## src/rtl/dreimann_button_rx.sv

```systemverilog
// Roll-button conditioner: two-flop synchroniser, debouncer, short/long press
// classifier and a one-entry valid/ready event slot with sticky overflow.
module dreimann_button_rx #(
  parameter int unsigned DEBOUNCE_CYCLES = 4,
  parameter int unsigned LONG_CYCLES     = 200,
  parameter int unsigned CNT_W           = 16
) (
  input  logic       clk,
  input  logic       rst,
  input  logic       btn_raw,
  output logic       btn_level,
  output logic       press_pulse,
  output logic       release_pulse,
  output logic       evt_valid,
  output logic [1:0] evt_code,
  input  logic       evt_ready,
  output logic       evt_ovf
);

  typedef enum logic [1:0] {REL, HELD, LONG} state_t;

  localparam logic [CNT_W-1:0] DEB_LAST  = CNT_W'(DEBOUNCE_CYCLES - 1);
  localparam logic [CNT_W-1:0] LONG_LAST = CNT_W'(LONG_CYCLES - 1);
  localparam logic [1:0]       CODE_SHORT = 2'b01;
  localparam logic [1:0]       CODE_LONG  = 2'b10;

  logic             s1, s2;
  logic [CNT_W-1:0] dcnt;
  logic [CNT_W-1:0] hcnt, hcnt_next;
  state_t           state, state_next;
  logic             flip, rise;
  logic             emit;
  logic [1:0]       emit_code;

  assign flip = (s2 != btn_level) && (dcnt == DEB_LAST);
  assign rise = flip && s2;

  always_ff @(posedge clk or posedge rst) begin
    if (rst) begin
      s1            <= 1'b0;
      s2            <= 1'b0;
      dcnt          <= '0;
      btn_level     <= 1'b0;
      press_pulse   <= 1'b0;
      release_pulse <= 1'b0;
    end else begin
      s1            <= btn_raw;
      s2            <= s1;
      press_pulse   <= 1'b0;
      release_pulse <= 1'b0;
      if (s2 == btn_level) begin
        dcnt <= '0;
      end else if (flip) begin
        btn_level     <= s2;
        dcnt          <= '0;
        press_pulse   <= s2;
        release_pulse <= !s2;
      end else begin
        dcnt <= dcnt + CNT_W'(1);
      end
    end
  end

  always_ff @(posedge clk or posedge rst) begin
    if (rst) begin
      state <= REL;
      hcnt  <= '0;
    end else begin
      state <= state_next;
      hcnt  <= hcnt_next;
    end
  end

  // The FSM enters HELD on the same edge that registers press_pulse, so the
  // long event lands exactly LONG_CYCLES after the pulse; releases are taken
  // from the registered pulse so the short event trails it by one cycle.
  always_comb begin
    state_next = state;
    hcnt_next  = hcnt;
    case (state)
      REL: ;
      HELD: begin
        if (hcnt == LONG_LAST) begin
          state_next = release_pulse ? REL : LONG;
        end else if (release_pulse) begin
          state_next = REL;
        end else if (btn_level) begin
          hcnt_next = hcnt + CNT_W'(1);
        end
      end
      LONG: begin
        if (release_pulse) state_next = REL;
      end
      default: state_next = REL;
    endcase
    if (rise && (state == REL || release_pulse)) begin
      state_next = HELD;
      hcnt_next  = '0;
    end
  end

  always_comb begin
    emit      = 1'b0;
    emit_code = 2'b00;
    if (state == HELD) begin
      if (hcnt == LONG_LAST) begin
        emit      = 1'b1;
        emit_code = CODE_LONG;
      end else if (release_pulse) begin
        emit      = 1'b1;
        emit_code = CODE_SHORT;
      end
    end
  end

  always_ff @(posedge clk or posedge rst) begin
    if (rst) begin
      evt_valid <= 1'b0;
      evt_code  <= 2'b00;
      evt_ovf   <= 1'b0;
    end else if (emit) begin
      if (!evt_valid || evt_ready) begin
        evt_valid <= 1'b1;
        evt_code  <= emit_code;
      end else begin
        evt_ovf <= 1'b1;
      end
    end else if (evt_valid && evt_ready) begin
      evt_valid <= 1'b0;
    end
  end

endmodule

```

## config.mk

```make
export PLATFORM = sky130hd
export DESIGN_NAME = dreimann_button_rx
export DESIGN_NICKNAME = d
export VERILOG_FILES = /design/src/rtl/dreimann_button_rx.sv
export SDC_FILE = /design/constraint.sdc
export NUM_CORES = 1
export LEC_CHECK = 0
export ABC_CLOCK_PERIOD_IN_PS = 2800
export CAP_MARGIN = 20
export CELL_PAD_IN_SITES_DETAIL_PLACEMENT = 1
export CELL_PAD_IN_SITES_GLOBAL_PLACEMENT = 2
export CORE_MARGIN = 10
export CORE_UTILIZATION = 42
export DETAILED_ROUTE_END_ITERATION = 6
export PLACE_DENSITY = 0.87
export SLEW_MARGIN = 20
export SYNTH_ARGS = -nofsm -noshare
export SYNTH_HDL_FRONTEND = slang
export SYNTH_SLANG_ARGS = --single-unit
export TNS_END_PERCENT = 100
```

## constraint.sdc

```tcl
create_clock -name clk -period 2.8 [get_ports clk]
set_input_delay 0.42 -clock clk [delete_from_list [all_inputs] [get_ports clk]]
set_output_delay 0.42 -clock clk [all_outputs]
set_load 0.02 [all_outputs]
```

After elaboration in Yosys (flattened, before gate mapping)

Index checks and enable logic that the tools add are counted.

$add $sub $neg: 2
Equality and inequality tests: 10
Multiplexer cells: 25
Bitwise gates (word level): 2
Reductions and logical operators: 17

Operator list:

| operator                                                                 | count |
|---|---|
| 16-bit 2-to-1 mux                                                        | 7 |
| 16-bit by 1-bit adder with 16-bit output (second input constant)         | 2 |
| 16-bit by 2-bit == test with 1-bit output (second input constant)        | 1 |
| 16-bit by 8-bit == test with 1-bit output (second input constant)        | 1 |
| 2-bit 2-to-1 mux                                                         | 6 |
| 1-bit 2-to-1 mux                                                         | 11 |
| 2-bit by 1-bit inequality test with 1-bit output (second input constant) | 4 |
| 2-bit AND reduction                                                      | 4 |
| 2-bit one-hot mux with 3 select lines                                    | 1 |
| 2-bit nonzero test                                                       | 3 |
| 1-bit logical AND                                                        | 4 |
| 4-bit AND reduction                                                      | 1 |
| 2-bit by 1-bit == test with 1-bit output (second input constant)         | 1 |
| 2-bit == test (second input constant)                                    | 1 |
| 1-bit zero test                                                          | 2 |
| 2-bit zero test                                                          | 1 |
| 1-bit logical OR                                                         | 2 |
| 1-bit NOT                                                                | 2 |
| 1-bit == test                                                            | 1 |
| 1-bit inequality test                                                    | 1 |

Bits in registers: 43
Input bits: 4
Output and inout port bits: 7
Word-level logic and storage cells: 67

Depth between registers and ports, before layout

Gate-level depths: netlist of the first run.

Depth in word-level cells: 6
Mapped depth: 8
Mapped depth without buffers: 7

Worst setup path before layout of the first run

Ideal clock, no wire load.

Kind: flip-flop to flip-flop
Start point: register state[1]
End point: register hcnt[8]
Library setup time: 0.077 ns
Arrival: 1.766 ns
Data required time: 2.723 ns
Slack: 0.956 ns
Cell stages (with the launch flop): 8
Buffers on the path: 1
Clock period less this slack: 1.844 ns
Cell sequence: dfrtp_1 > inv_1 > ha_1 > nand3b_4 > or3_4 > buf_6 > or3_1 > a21oi_1

Longest elaborated chain between the ends: 5
Elaborated cells between the ends (all ways): 10
Those cells by class: eq/ne: 3; mux: 1; reduce/logical: 6

RTL lines:

| element                                                                                                 | RTL line | RTL |
|---|---|---|
| start, declared                                                                                         | 30       | `state_t state, state_next;` |
| start signal, assigned                                                                                  | 69       | `state <= state_next;` |
| 2-bit zero test                                                                                         | 96       | `if (rise && (state == REL \|\| release_pulse)) begin` |
| 1-bit logical OR                                                                                        | 96       |  |
| 1-bit logical AND                                                                                       | 96       |  |
| 2-bit by 1-bit inequality test with 1-bit output (no source line) or 2-bit nonzero test (tied branches) | -        |  |
| 4-bit AND reduction (no source line)                                                                    | -        |  |
| end signal, assigned                                                                                    | 70       | `hcnt <= hcnt_next;` |
| end, declared                                                                                           | 29       | `logic [CNT_W-1:0] hcnt, hcnt_next;` |

Parallel ways exist; a longest one is shown, timed or not.
A chain may end at the register's enable or synchronous reset.

Final worst setup path of the first run

Start point: register dcnt[0]
End point: register hcnt[0]

Longest elaborated chain between the ends: 6
Elaborated cells between the ends (all ways): 10
Those cells by class: eq/ne: 3; mux: 1; reduce/logical: 6

RTL lines:

| element                                                                                                 | RTL line | RTL |
|---|---|---|
| start, declared                                                                                         | 28       | `logic [CNT_W-1:0] dcnt;` |
| start signal, assigned                                                                                  | 59       | `dcnt <= dcnt + CNT_W'(1);` |
| 16-bit by 2-bit == test with 1-bit output (*)                                                           | 35       | `assign flip = (s2 != btn_level) && (dcnt == DEB_LAST);` |
| 1-bit logical AND (*)                                                                                   | 35       |  |
| 1-bit logical AND (*)                                                                                   | 36       | `assign rise = flip && s2;` |
| 1-bit logical AND (*)                                                                                   | 96       |  |
| 2-bit by 1-bit inequality test with 1-bit output (no source line) or 2-bit nonzero test (tied branches) | -        |  |
| 4-bit AND reduction (no source line)                                                                    | -        |  |

Every way passes the cells marked *; elsewhere a longest branch is shown, timed or not.

==> results.ini, run 1 <==
[outcome]
status=complete, no violations

[synth]
seq_area_frac_synth_pct=50.71
synth-edff-count=0
synth.most_common_cell=dfrtp_1
syn_nets=217
synth_warnings=0
yosys.cell_types.count=41
yosys.area.top_type=dfrtp_1
syn_inst=208
synth.top_cells.by_count=dfrtp_1 (43), nor2_1 (36), xor2_1 (14), nand2_1 (13)
async_reset_ff_share_pct=100.0
synth_area_per_cell_um2=10.20
syn_area_um2=2122
yosysTopAreaCellShare_pct=50.71
synth_seq_cells=43
synth.area.top_cells=dfrtp_1 (51%), nor2_1 (6.4%), xor2_1 (5.8%), xnor2_1 (5.0%), ha_1 (2.9%)
ys.flop_type=dfrtp_1

[finish]
fillers=566
fin_util_pct=49.27
synthToLayoutAreaGrowth_pct=11.85
drive_gt1_share_pct=7.623
nNetsFinal=233
num_antenna_cells=0

[detailed_routing]
vias=1557
wl_um=4566
ant_nets=0
vias_per_cell=5.369
drt_pass1_iterations=4
routedWlPerCell_um=15.74
drtIter0Drc=74
remaining_drc_errors=0

[power]
switchingPower_w=0.0004574
p_int_w=0.0009733
p_sw_share_pct=31.97
clkPwrFrac_pct=25.1
peakVddDrop_mv=0.3608
pwr-share-comb_pct=23.1
total_leakage_power_nw=1.042
seqPwrFrac_pct=51.8
cellPowerDensity_nw_per_um2=602.8

[placement]
portBuffers=10
gp_congestion=0.8171
dp_worst_setup_slack_ps=732.2
dp_hpwl_um=3334

[clock_tree]
worstSkewPairLatency_ps=290
holdBufCountCts=0
ctsResizeCount=0
htree_num_levels=2
tritoncts=built
cts_made_buffers=5
root_buffer=clkbuf_8
clock_sinks=43
clkTransAtPathRegs_ps=70
clockBufferDepth=2
post-cts-setup-buffers=0

[worst_setup_path]
cp_data_arrival_time_ps=2260
end_kind=flip-flop
critical_path_class=flip-flop to flip-flop
reg2reg_from=dcnt[0]
crit_path_start_kind=flip-flop
crit_fanout=16
regToRegSetupSlack_ps=720
required_ps=2980
cp-endpoint=hcnt[0]
cp-startpoint=dcnt[0]
r2r_end=hcnt[0]
r2r_cells=7

[grt]
grt_start_max_net_pins=44
antenna_found_initial=0
track_usage_pct=11.54
gr-total-overflow=0
grt_pass1_vias=1676
grt_pass1_wl_um=8024

[floorplanning]
ioPinCount=11
chipHeight_um=91.08
core_region_area_um2=4817
initial_core_util_pct=44.05
dieArea_um2=8296
placementRows=25
die_width_um=91.08

[timing]
relSlewSlack_pct=63.79
period_needed_ps=2085
rsz0062_at_grt=no
worst_slack_ps=715.0
worst_slew_pin_slew_ps=539.0
fin_crit_sh_pct=74.46
fin_skew_ps=7.044
tns_ps=0
drv_slew=0
fmax_mhz=479.6
timing_hold_violations_final=0
whs_ps=370.6
finalSetupViolCount=0

[worst_hold_path]
hp-class=flip-flop to flip-flop
min_from=s1

[flow_run]
cap_viol_max_count=0

sequential cells by signal (all words and copies together) (netlist names), 2 cells and up:
name / flops
hcnt: 16
evt_code: 2
dcnt: 16
state: 2
logic make-up (layout without fill, tap and decap cells):
logic type / Yosys count / after routing / synth area share [%]
xor+xnor: 26 / 26 / 10.73
simple gates: 105 / 105 / 27.42
fa+ha+maj: 5 / 5 / 2.948
buf+inv: 8 / 23 / 1.827
compound gates: 19 / 19 / 5.307
flops: 43 / 43 / 50.71
mux: 2 / 2 / 1.061
power by group through the flow:
stage	combinational [W]	clock (W)	sequential, W
6_report	0.000330	0.000360	0.000741
5_1_grt	0.000369	0.000407	0.000750
4_1_cts	0.000336	0.000382	0.000741
3_5_place_dp	0.000334	0	0.000753
3_3_place_gp	0.000320	0	0.000746
2_1_floorplan	0.000225	0	0.000754
stage by stage:
step	power (W)	area [um2]	instances
2_1_floorplan	0.0009786	2122	208
3_3_place_gp	0.001066	2301	284
3_5_place_dp	0.001087	2301	284
4_1_cts	0.001459	2374	290
5_1_grt	0.001526	2374	290
6_report	0.001431	2374	290
cells in the final DEF (no fill, tap or decap), types with 3 or more instances in the layout:
master           instances
o21ai_0                  6
dfrtp_1                 43
inv_1                    5
nor3_1                   3
clkbuf_8                 5
xor2_1                  14
nor2_1                  36
nor4_1                   3
nand3_1                 12
nand4_1                  8
nand2b_1                 3
or3_1                    3
and3_1                   7
ha_1                     5
xnor2_1                 12
clkdlybuf4s50_1         10
a21oi_1                  6
nand2_1                 13
metal layers:
metal  wire length (um)  global-route usage, %
met1               1987                  13.51
met2               2426                  20.17
met3                 93                  1.975
met4                 59                  5.091
met5                  0                      0
area by class of cell:
cell class / instances / area [um2] / area share [%]
Sequential cell: 43 / 1076 / 45.33
Tap cell: 67 / 83.83 / 3.532
Clock buffer: 6 / 72.57 / 3.057
Timing Repair Buffer: 12 / 115.1 / 4.850
Inverter: 5 / 18.77 / 0.7907
Multi-Input combinational cell: 157 / 1007 / 42.44
critical path, stage by stage, from the launching register on:
cell	delay, ps
dfrtp_1	390
ha_1	250
nor4b_2	260
nand3_1	230
nor3_4	220
buf_4	230
o21ai_1	110
mux2_2	280
how the worst min path moves through the flow:
stage	endpoint	slack (ps)	depth (start not counted)
global route	s2	370	0
floorplan	s2	330	0
detailed placement	s2	360	0
CTS	s2	380	0
global placement	s2	340	0
finish	s2	370	0
No activity file was read; power rests on OpenSTA's default activity.
==> inputs of run 2 (changes only) <==
ABC_CLOCK_PERIOD_IN_PS = 1900   (was 2800)
CORE_UTILIZATION = 35   (was 42)
PLACE_DENSITY = 0.78   (was 0.87)
clock period = 1.9 ns   (was 2.8 ns; I/O delays follow)
==> run 2 against run 1 <==
Against the previous run: core utilization decreased by 6.7 points; sequential power increased by 46%; worst setup slack got worse by 610 ps; hold slack got worse by 77 ps; via count increased by 1.4%.
==> results.ini, run 2 (synthesis results as in run 1) <==
[clock_tree]
tritoncts=built
clock_sinks=43  ; unchanged
htree_num_levels=2  ; unchanged
clockBufferDepth=2  ; unchanged
root_buffer=clkbuf_8
clkTransAtPathRegs_ps=90  ; +20 ps
worstSkewPairLatency_ps=290  ; about the same
cts_made_buffers=5  ; unchanged
holdBufCountCts=0  ; unchanged
post-cts-setup-buffers=0  ; unchanged

[timing]
rsz0062_at_grt=no
tns_ps=0  ; unchanged
fin_crit_sh_pct=94.40  ; +20 points
drv_slew=0  ; unchanged
fin_skew_ps=12.18  ; +5.134 ps
relSlewSlack_pct=74.48  ; +11 points
finalSetupViolCount=0  ; unchanged
timing_hold_violations_final=0  ; unchanged
fmax_mhz=557.6  ; +16%
worst_slew_pin_slew_ps=379.3  ; -159.7 ps
period_needed_ps=1794  ; -291.4 ps

[finish]
nNetsFinal=244  ; +4.7%
num_antenna_cells=0  ; unchanged
reg.largest.list=dcnt x16, hcnt x16
drive_gt1_share_pct=14.89  ; +7.3 points
final_cell_mix=dfrtp_1 (43), nor2_1 (36), xor2_1 (14)
fin_util_pct=42.60  ; -6.7 points
synthToLayoutAreaGrowth_pct=18.87
final_common_cell=dfrtp_1

[floorplanning]
dieArea_um2=9578  ; +15%
ioPinCount=11  ; unchanged
core_region_area_um2=5921  ; +23%
die_width_um=97.87  ; +7.4%
chipHeight_um=97.87  ; +7.4%
initial_core_util_pct=35.84  ; -8.2 points
placementRows=28  ; +12%

[placement]
gp_congestion=0.7779  ; -4.8%
dp_hpwl_um=3499  ; +4.9%
portBuffers=10  ; unchanged

[worst_setup_path]
cp_data_arrival_time_ps=2020  ; -240 ps
crit_path_start_kind=flip-flop
reg2reg_from=hcnt[9]
r2r_end=hcnt[0]
r2r_cells=5  ; -2
required_ps=2130  ; -850 ps
regToRegSetupSlack_ps=110  ; -610 ps
critical_path_class=flip-flop to flip-flop
end_kind=flip-flop
crit_fanout=4  ; -12

[grt]
gr-total-overflow=0  ; unchanged
grt_pass1_vias=1742  ; +3.9%
grt_start_max_net_pins=29  ; -34%
grt_pass1_wl_um=8562  ; +6.7%
track_usage_pct=10.61  ; -0.93 points
antenna_found_initial=0  ; unchanged

[detailed_routing]
vias_per_cell=5.094  ; -5.1%
drtIter0Drc=25  ; -66%
routedWlPerCell_um=15.25  ; -3.2%
drt_pass1_iterations=4  ; unchanged
remaining_drc_errors=0  ; unchanged
ant_nets=0  ; unchanged
wl_um=4727  ; +3.5%
vias=1579  ; +1.4%

[power]
cellPowerDensity_nw_per_um2=888.3  ; +47%
total_leakage_power_nw=1.119  ; +7.3%
p_total_w=0.002241  ; +57%
peakVddDrop_mv=0.3657  ; +1.3%

[worst_hold_path]
hp-class=input port to async pin

[flow_run]
cap_viol_max_count=0  ; unchanged

[outcome]
status=complete, no violations

[run 2: critical path, cell delays in order, from the launching register on]
cell,delay (ps)
dfrtp_1,430
nor4_1,400
nand4_1,300
nor2b_1,220
o21ai_1,190
mux2_2,190
[run 2: worst max-delay path by stage]
stage / start / end / slack, ps / cells past startpoint
global route: state[1] / hcnt[8] / 1 / 6
global placement: hcnt[13] / hcnt[0] / 140 / 5
floorplan: state[1] / hcnt[8] / 60 / 7
detailed placement: hcnt[13] / hcnt[0] / 40 / 5
finish: hcnt[9] / hcnt[0] / 110 / 5
CTS: state[1] / hcnt[8] / 50 / 6
[run 2: area by class of cell]
class | instances | area [um2]
flip-flops and latches | 43 | 1076
fillers | 677 | 3398
inverters | 5 | 18.77
clock buffers | 6 | 82.58
multi-input cells | 157 | 1036
clock inverters | 1 | 5.005
repair buffers | 23 | 210.2
well taps | 75 | 93.84
[run 2: metal layers]
layer / vias up / wire [um] / GRT usage [%]
li1: 774 / - / -
met1: 788 / 2274 / 13.24
met2: 11 / 2276 / 17.31
met3: 6 / 108 / 2.678
met4: 0 / 68 / 3.691
met5: - / 0 / 0
[run 2: timing repair]
action / in CTS / in global routing
resized for setup: 1 / 4
pin swaps: 0 / 1
endpoints found under the setup margin: 1 / 15
[run 2: power by group]
part           leakage [nW]  total, W  switching (W)  internal, W
combinational         0.483  0.000566       0.000320     0.000246
sequential            0.588   0.00108      0.0000866     0.000995
clock                0.0470  0.000593       0.000308     0.000286
[run 2: per-stage QoR]
stage               worst slack (ps)  hold slack [ps]  std cells  area [um2]
floorplan                      56.32            316.4        208        2122
global placement               138.3            351.0        303        2406
detailed placement             38.55            380.7        303        2406
CTS                            49.51            299.4        310        2500
global route                   1.324            315.0        310        2522
finish                         106.4            293.6        310        2522
==> inputs of run 3 (changes only) <==
RECOVER_POWER = 50   (was not set)
==> run 3 against run 2 <==
Against the previous run: combinational power is essentially flat; wire length unchanged; sequential cell count stayed put.
==> results.ini, run 3 (synthesis results as in run 1) <==
[outcome]
status=complete, no violations

[timing]
fin_crit_sh_pct=94.40  ; unchanged
fmax_mhz=557.6  ; unchanged
finalSetupViolCount=0  ; unchanged
timing_hold_violations_final=0  ; unchanged
worst_slew_pin_slew_ps=704.6  ; +325.3 ps
rsz0062_at_grt=no
whs_ps=388.7  ; +95.13 ps
tns_ps=0  ; unchanged
fin_skew_ps=12.18  ; unchanged
drv_slew=0  ; unchanged
relSlewSlack_pct=52.98  ; -22 points
period_needed_ps=1794  ; unchanged

[clock_tree]
tritoncts=built
worstSkewPairLatency_ps=290  ; about the same
clock_sinks=43  ; unchanged
cts_made_buffers=5  ; unchanged
holdBufCountCts=0  ; unchanged
clockBufferDepth=2  ; unchanged
clkTransAtPathRegs_ps=90  ; about the same
htree_num_levels=2  ; unchanged
root_buffer=clkbuf_8

[floorplanning]
core_region_area_um2=5921  ; unchanged
dieArea_um2=9578  ; unchanged
ioPinCount=11  ; unchanged
placementRows=28  ; unchanged
chipHeight_um=97.87  ; unchanged
initial_core_util_pct=35.84  ; unchanged
die_width_um=97.87  ; unchanged

[worst_setup_path]
required_ps=2130  ; about the same
cp_data_arrival_time_ps=2020  ; about the same
crit_slowest_cell=dfrtp_1
crit_fanout=4  ; unchanged
cp_cell_sequence=nor4_1 -> nand4_1 -> nor2b_1 -> o21ai_1 -> mux2_2
critical_path_class=flip-flop to flip-flop
end_kind=flip-flop
crit_path_start_kind=flip-flop
slowest_delay_ps=430  ; about the same

[power]
total_leakage_power_nw=1.120  ; +0.14%
peakVddDrop_mv=0.3657  ; about the same
cellPowerDensity_nw_per_um2=887.9  ; about the same

[finish]
reg.largest.list=dcnt x16, hcnt x16
fillers=677  ; unchanged
nNetsFinal=244  ; unchanged
drive_gt1_share_pct=14.47  ; -0.43 points
num_antenna_cells=0  ; unchanged
final_cell_mix=dfrtp_1 (43), nor2_1 (36), xor2_1 (14)
final_common_cell=dfrtp_1
synthToLayoutAreaGrowth_pct=18.87  ; unchanged

[detailed_routing]
routedWlPerCell_um=15.25  ; unchanged
wl_met3_um=108  ; unchanged
vias=1579  ; unchanged
drtIter0Drc=25  ; unchanged
m1WireLength_um=2274  ; unchanged
dr_wl_met2_um=2276  ; unchanged
vias_per_cell=5.094  ; unchanged
wl_um=4727  ; unchanged
drt_pass1_iterations=4  ; unchanged
ant_nets=0  ; unchanged
highest_layer=met4
remaining_drc_errors=0  ; unchanged

[grt]
antenna_found_initial=0  ; unchanged
gr-total-overflow=0  ; unchanged
track_usage_pct=10.61  ; unchanged
grt_start_max_net_pins=29  ; unchanged
grt_pass1_vias=1742  ; unchanged
grt_pass1_wl_um=8562  ; unchanged

[placement]
portBuffers=10  ; unchanged
gp_congestion=0.7779  ; unchanged
dp_hpwl_um=3499  ; unchanged

[worst_hold_path]
hp-class=flip-flop to flip-flop

[flow_run]
cap_viol_max_count=0  ; unchanged

==> run 3: cell types whose count changed in the layout (fill, tap and decap cells not counted), sizes merged <==
cell / before / now
dlygate4sd3: 0 / 2
clkdlybuf4s50: 10 / 8
==> run 3: layout make-up <==
cell class	count	area [um2]	area share, %
clock inverter	1	5.005	0.1984
timing repair buffer	23	210.2	8.333
multi-input combinational	157	1036	41.07
tap	75	93.84	3.720
inverter	5	18.77	0.7440
clock buffer	6	82.58	3.274
sequential	43	1076	42.66
==> run 3: through the flow <==
| step | setup slack, ps | power (W) | utilization (%) | cells | area (um2) |
|---|---|---|---|---|---|
| global route | 1.324 | 0.002415 | 42.60 | 310 | 2522 |
| detailed placement | 38.55 | 0.001662 | 40.64 | 303 | 2406 |
| global placement | 138.3 | 0.001645 | 40.64 | 303 | 2406 |
| finish | 106.4 | 0.002240 | 42.60 | 310 | 2522 |
| floorplan | 56.32 | 0.001442 | - | 208 | 2122 |
| CTS | 49.51 | 0.002275 | 42.22 | 310 | 2500 |
==> run 3: layer usage <==
metal	up-vias	track usage [%]
li1	774	-
met1	788	13.24
met2	11	17.31
met3	6	2.678
met4	0	3.691
met5	-	0
==> run 3: final timing paths <==
path,to,start,slack (ps),cells past startpoint
min in group asynchronous,evt_ovf,rst,540,2
max in group asynchronous,hcnt[2],rst,760,3
hold reg to reg,s2,s1,390,0
setup / recovery,hcnt[0],hcnt[9],110,5
setup reg to reg,hcnt[0],hcnt[9],110,5
hold / removal,s2,s1,390,0
==> run 3: worst max-delay path, delay by kind of cell, from the launching register on <==
| family | cells | cell delay, ps |
|---|---|---|
| compound gates | 1 | 190 |
| flops | 1 | 430 |
| mux | 1 | 190 |
| simple gates | 3 | 920 |
==> run 3: what timing repair did <==
item,in CTS,in global routing
setup endpoints to repair,1,15
setup buffers,0,0
resized for setup,1,4
pin swaps,0,1
gates cloned,0,0
==> run 3: where the power goes <==
| part | total [W] | internal [W] | leakage (nW) | switching (W) |
|---|---|---|---|---|
| Clock | 0.000593 | 0.000286 | 0.0470 | 0.000308 |
| Sequential | 0.00108 | 0.000995 | 0.588 | 0.0000866 |
| Combinational | 0.000565 | 0.000245 | 0.485 | 0.000320 |
| Total | 0.00224 | 0.00153 | 1.12 | 0.000714 |
